### config.mk
export PLATFORM = sky130hd
export DESIGN_NAME = div_clk_prog
export DESIGN_NICKNAME = d
export VERILOG_FILES = /design/src/rtl/div_clk_prog.sv
export SDC_FILE = /design/constraint.sdc
export NUM_CORES = 1
export LEC_CHECK = 0
export BUFFER_PORTS_ARGS = -buffer_cell sky130_fd_sc_hd__buf_4
export CAP_MARGIN = 10
export CORE_MARGIN = 2
export CORE_UTILIZATION = 55
export CTS_CLUSTER_SIZE = 30
export DETAILED_ROUTE_END_ITERATION = 10
export PLACE_DENSITY = 0.79
export SLEW_MARGIN = 0
export SYNTH_ARGS = -nofsm -noshare
export SYNTH_HDL_FRONTEND = slang
export SYNTH_SLANG_ARGS = --single-unit
### constraint.sdc
create_clock -name clk -period 7.4 [get_ports clk]
set_input_delay 0.37 -clock clk [delete_from_list [all_inputs] [get_ports clk]]
set_output_delay 0.37 -clock clk [all_outputs]
set_load 0.05 [all_outputs]
### src/rtl/div_clk_prog.sv
// Runtime-programmable clock divider with shadowed divide/high-time values.
// Optional DIV_TICK_EN macro enables the rise_tick/fall_tick strobes.
module div_clk_prog #(
    parameter int CNT_W    = 16,
    parameter int DEF_DIV  = 120,
    parameter int DEF_HIGH = 60
) (
    input  logic             clk,
    input  logic             rst,
    input  logic             en,
    input  logic             load,
    input  logic [CNT_W-1:0] div_val,
    input  logic [CNT_W-1:0] high_val,
    output logic             clk_out,
    output logic             rise_tick,
    output logic             fall_tick,
    output logic             pending
);

    localparam logic [CNT_W-1:0] DEF_D = CNT_W'(DEF_DIV);
    localparam logic [CNT_W-1:0] DEF_H = CNT_W'(DEF_HIGH);
    localparam logic [CNT_W-1:0] ONE   = CNT_W'(1);
    localparam logic [CNT_W-1:0] TWO   = CNT_W'(2);

    logic [CNT_W-1:0] cnt;
    logic [CNT_W-1:0] div_act;
    logic [CNT_W-1:0] high_act;
    logic [CNT_W-1:0] div_sh;
    logic [CNT_W-1:0] high_sh;

    logic [CNT_W-1:0] div_clamp;
    logic [CNT_W-1:0] high_clamp;
    logic [CNT_W-1:0] cnt_nxt;
    logic [CNT_W-1:0] div_nxt;
    logic [CNT_W-1:0] high_nxt;
    logic             wrap;
    logic             apply;
    logic             pend_nxt;

    // Clamp requested values so the output always has both phases
    always_comb begin
        div_clamp  = div_val;
        high_clamp = high_val;
        if (div_val < TWO) begin
            div_clamp = TWO;
        end
        if (high_val == '0) begin
            high_clamp = ONE;
        end else if (high_val >= div_clamp) begin
            high_clamp = div_clamp - ONE;
        end
    end

    // Next counter / active values; shadow applies at wrap or when parked
    always_comb begin
        wrap     = (cnt == div_act - ONE);
        apply    = pending && (wrap || !en);
        div_nxt  = apply ? div_sh : div_act;
        high_nxt = apply ? high_sh : high_act;
        pend_nxt = load || (pending && !apply);
        if (en) begin
            cnt_nxt = wrap ? '0 : cnt + ONE;
        end else begin
            cnt_nxt = div_nxt - ONE;
        end
    end

    // State registers; clk_out is derived from next values to align with cnt
    always_ff @(posedge clk) begin
        if (rst) begin
            cnt      <= DEF_D - ONE;
            div_act  <= DEF_D;
            high_act <= DEF_H;
            div_sh   <= DEF_D;
            high_sh  <= DEF_H;
            pending  <= 1'b0;
            clk_out  <= 1'b0;
        end else begin
            cnt      <= cnt_nxt;
            div_act  <= div_nxt;
            high_act <= high_nxt;
            pending  <= pend_nxt;
            clk_out  <= en && (cnt_nxt < high_nxt);
            if (load) begin
                div_sh  <= div_clamp;
                high_sh <= high_clamp;
            end
        end
    end

`ifdef DIV_TICK_EN
    // Period-edge strobes, registered alongside clk_out
    always_ff @(posedge clk) begin
        if (rst) begin
            rise_tick <= 1'b0;
            fall_tick <= 1'b0;
        end else begin
            rise_tick <= en && (cnt_nxt == '0);
            fall_tick <= en && (cnt_nxt == high_nxt);
        end
    end
`else
    assign rise_tick = 1'b0;
    assign fall_tick = 1'b0;
`endif

endmodule

==> results.txt <==
status -> finished clean
ys async rst share -> 0%
Compound-Gate Fraction of Synth Area -> 12.44%
leakage power -> 0.002522 uW
Seq cells post-synth -> 82
GP Congestion -> 0.9876
WL final -> 14.21 mm
Die Span X -> 104.1 microns
Sink Count -> 82
Cells after Synth -> 651
first-pass GRT wire length -> 23.29 mm
CTS resizes -> 0
DRT Pass-1 Iters -> 5
clock skew -> 9.759 ps
Peak supply drop -> 0.08968 mV
Max transition margin -> 27.15%
Slowest cell on crit path -> or4_1
Final Slew Violations -> 0
sequential cell area fraction in the yosys report -> 29.79%
Mapped Area -> 5510 sq um
Ys Warns -> 0
Design Power -> 1063 uW
Post-Synth Adder-Cell Area -> 7.947%
largest family of logic cells by synthesized area -> simple AND/OR/NAND/NOR gates
CP required -> 7630 ps
post-synthesis mux area share -> 11.83%
initial antenna violation count -> 0
Total GRT Usage -> 26.77%
Worst-Skew Late Latency -> 370 ps
Critical Path End Type -> flip-flop
Setup Slack @ Placement -> 1221 ps
Final setup violation count -> 0
main flop type after synthesis -> dfxtp_1
Clk pin slew, worst setup/hold paths -> 80 ps
Routed Antenna Nets -> 0
drt wl/cell -> 17.85 microns
Synth Area in XOR/XNOR -> 11.08%
FP Rows -> 36
H-tree depth -> 3
routed wl met3 -> 968 microns
unique cell type count in the Yosys netlist -> 55
RSZ-0062 raised after global routing -> no
vias -> 4834
critical path class -> flip-flop to flip-flop
CP bufs+invs -> 1
Final Cycle Share -> 84.58%
Post-CTS Hold Buffers -> 0
HP Class -> primary input to flip-flop
final non-filler cell total -> 796
CP max FO -> 10
post-CTS setup buffers -> 0
Max-Cap Viols -> 0
Highest Signal Layer -> met4
crit-path max cell delay -> 720 ps
initial core utilization -> 56.64%
TritonCTS clock tree -> built
Synth Area in Simple Gates -> 21.09%
die area -> 10840 sq um
clk buf depth -> 2
CP arrival -> 6490 ps
layout cells sized above 1 -> 10.41%
IO buf count -> 37
Final TNS setup -> 0 ps
DRC viols -> 0
M1 WL -> 6.262 mm
worst setup margin -> 1141 ps
root buf cell -> clkbuf_8
ANT cells -> 0
post-DP HPWL -> 10.87 mm
largest net degree at the start of global routing -> 45
total placed cells including tap cells -> 781
Nets -> 730
Syn-to-layout area delta -> 7.811%
vias per cell -> 6.073
DIE HEIGHT -> 104.1 microns
top cell family by delay on the critical path -> simple AND/OR/NAND/NOR gates
number of global-route vias before repair -> 4634
GRT overflow -> 0
final hold vios -> 0
Syn Area/Cell -> 8.464 sq um
Max Clk Rate -> 159.8 MHz
worst-margin pin slew -> 1091 ps
Iteration-0 DRC Markers -> 366
cts bufs inserted -> 9
fin area -> 5941 sq um
PwrDens -> 178.9 nW/um^2
dpl cell area -> 5747 sq um
min Tclk post-route -> 6259 ps
Setup crit start kind -> flip-flop
io pins -> 40
number of flops mapped to enable cells by yosys -> 0
worst-path cell chain -> or4_4 -> or3_1 -> o32ai_2 -> o211ai_1 -> or4_1 -> a21boi_4 -> nor2_1 -> a21oi_2 -> ha_1 -> inv_1 -> or4_1 -> nor4_1 -> xor2_1 -> mux2i_1 -> o21ai_1 -> ha_1 -> nand4_1 -> a211oi_1 -> nand4_1 -> a21oi_1 -> a211oi_1
CORE AREA -> 9729 sq um
detailed route wirelength on metal2 -> 6.465 mm
## synthesized netlist by cell type, types with 3 or more instances
master / count / area [sq um]
o221ai_1: 4 / 35.03
a21o_1: 13 / 97.59
nand2b_1: 7 / 43.79
nor2b_1: 7 / 43.79
or4_1: 8 / 60.06
xor2_1: 29 / 254.0
ha_1: 35 / 437.9
and2_1: 13 / 81.33
a211oi_1: 5 / 37.54
and3_1: 5 / 31.28
nand4_1: 11 / 68.82
o22ai_1: 10 / 62.56
xnor2_1: 33 / 289.0
inv_1: 24 / 90.09
o31ai_1: 3 / 22.52
nor2_1: 67 / 251.5
nor4_1: 14 / 87.58
nand3_1: 19 / 95.09
nor3_1: 15 / 75.07
xnor3_1: 3 / 67.56
a21oi_1: 21 / 105.1
o21ai_0: 31 / 155.2
nand2_1: 48 / 180.2
buf_2: 4 / 20.02
buf_6: 7 / 78.83
or2_2: 5 / 31.28
nand4b_1: 3 / 26.28
mux2i_1: 64 / 640.6
dfxtp_1: 82 / 1642
clkbuf_1: 30 / 112.6
## power by group
part	total (uW)	internal, uW	switching, uW
Combinational	236	105	131
Clock	327	164	163
Sequential	499	465	33.7
Total	1060	734	328
## registers in the layout, summed over array words and instances, names as in the netlist
signal and flops:
cnt 16, div_act 16, div_sh 16, high_act 16
high_sh 16, clk_out 1, pending 1
## cell usage in the layout (no fill, tap or decap), types with 21 or more instances in the layout
cell type,n
ha_1,35
dfxtp_1,82
xor2_1,29
nand2_1,48
inv_1,24
buf_4,39
nor2_1,67
a21oi_1,21
o21ai_0,31
xnor2_1,33
mux2i_1,64
## worst reg2reg max path: cells and delay by family, from the launching register on
family	cells	cell delay, ps
muxes	1	170
and+or+nand+nor	8	3170
DFF	1	410
buffers and inverters	1	160
AOI/OAI and AO/OA	8	1520
adders and majority gates	2	610
xor gates and xnor gates	1	110
## layer usage
metal  vias up  GRT usage, %
met5         -             0
met4         0         12.26
met3        38         5.451
met2       213         42.25
met1      2281         35.26
li1       2302             -
## logic make-up (layout without fill, tap and decap cells)
| family | after synthesis | in the layout |
|---|---|---|
| simple gates | 232 | 232 |
| compound gates | 104 | 104 |
| flops | 82 | 82 |
| buf+inv | 67 | 78 |
| xor+xnor | 65 | 65 |
| mux | 65 | 65 |
| fa+ha+maj | 35 | 35 |
| other cells | 1 | 2 |
## cell type report
type | count | area [sq um]
fillers | 869 | 3789
multi-input cells | 503 | 3556
flip-flops and latches | 82 | 1642
repair buffers | 39 | 292.8
well taps | 133 | 166.4
clock buffers | 11 | 141.4
inverters | 24 | 90.09
clock inverters | 4 | 52.55
## through the flow
stage	hold slack, ps	utilization, %
after floorplan	424.8	-
after global placement	439.9	59.07
after detailed placement	446.2	59.07
after CTS	248.3	61.06
after global routing	270.5	61.06
final	261.2	61.06
## worst paths after layout
| path | slack, ps | from | cells after the start | endpoint |
|---|---|---|---|---|
| setup / recovery | 1140 | div_act[3]$_SDFF_PP1_ | 21 | clk_out$_SDFF_PP0_ |
| hold / removal | 260 | div_val[12] | 3 | div_sh[12]$_SDFFE_PP0P_ |
| setup reg to reg | 1140 | div_act[3]$_SDFF_PP1_ | 21 | clk_out$_SDFF_PP0_ |
| hold reg to reg | 460 | high_sh[13]$_SDFFE_PP0P_ | 2 | high_sh[13]$_SDFFE_PP0P_ |
(Power assumes the default switching activity.)
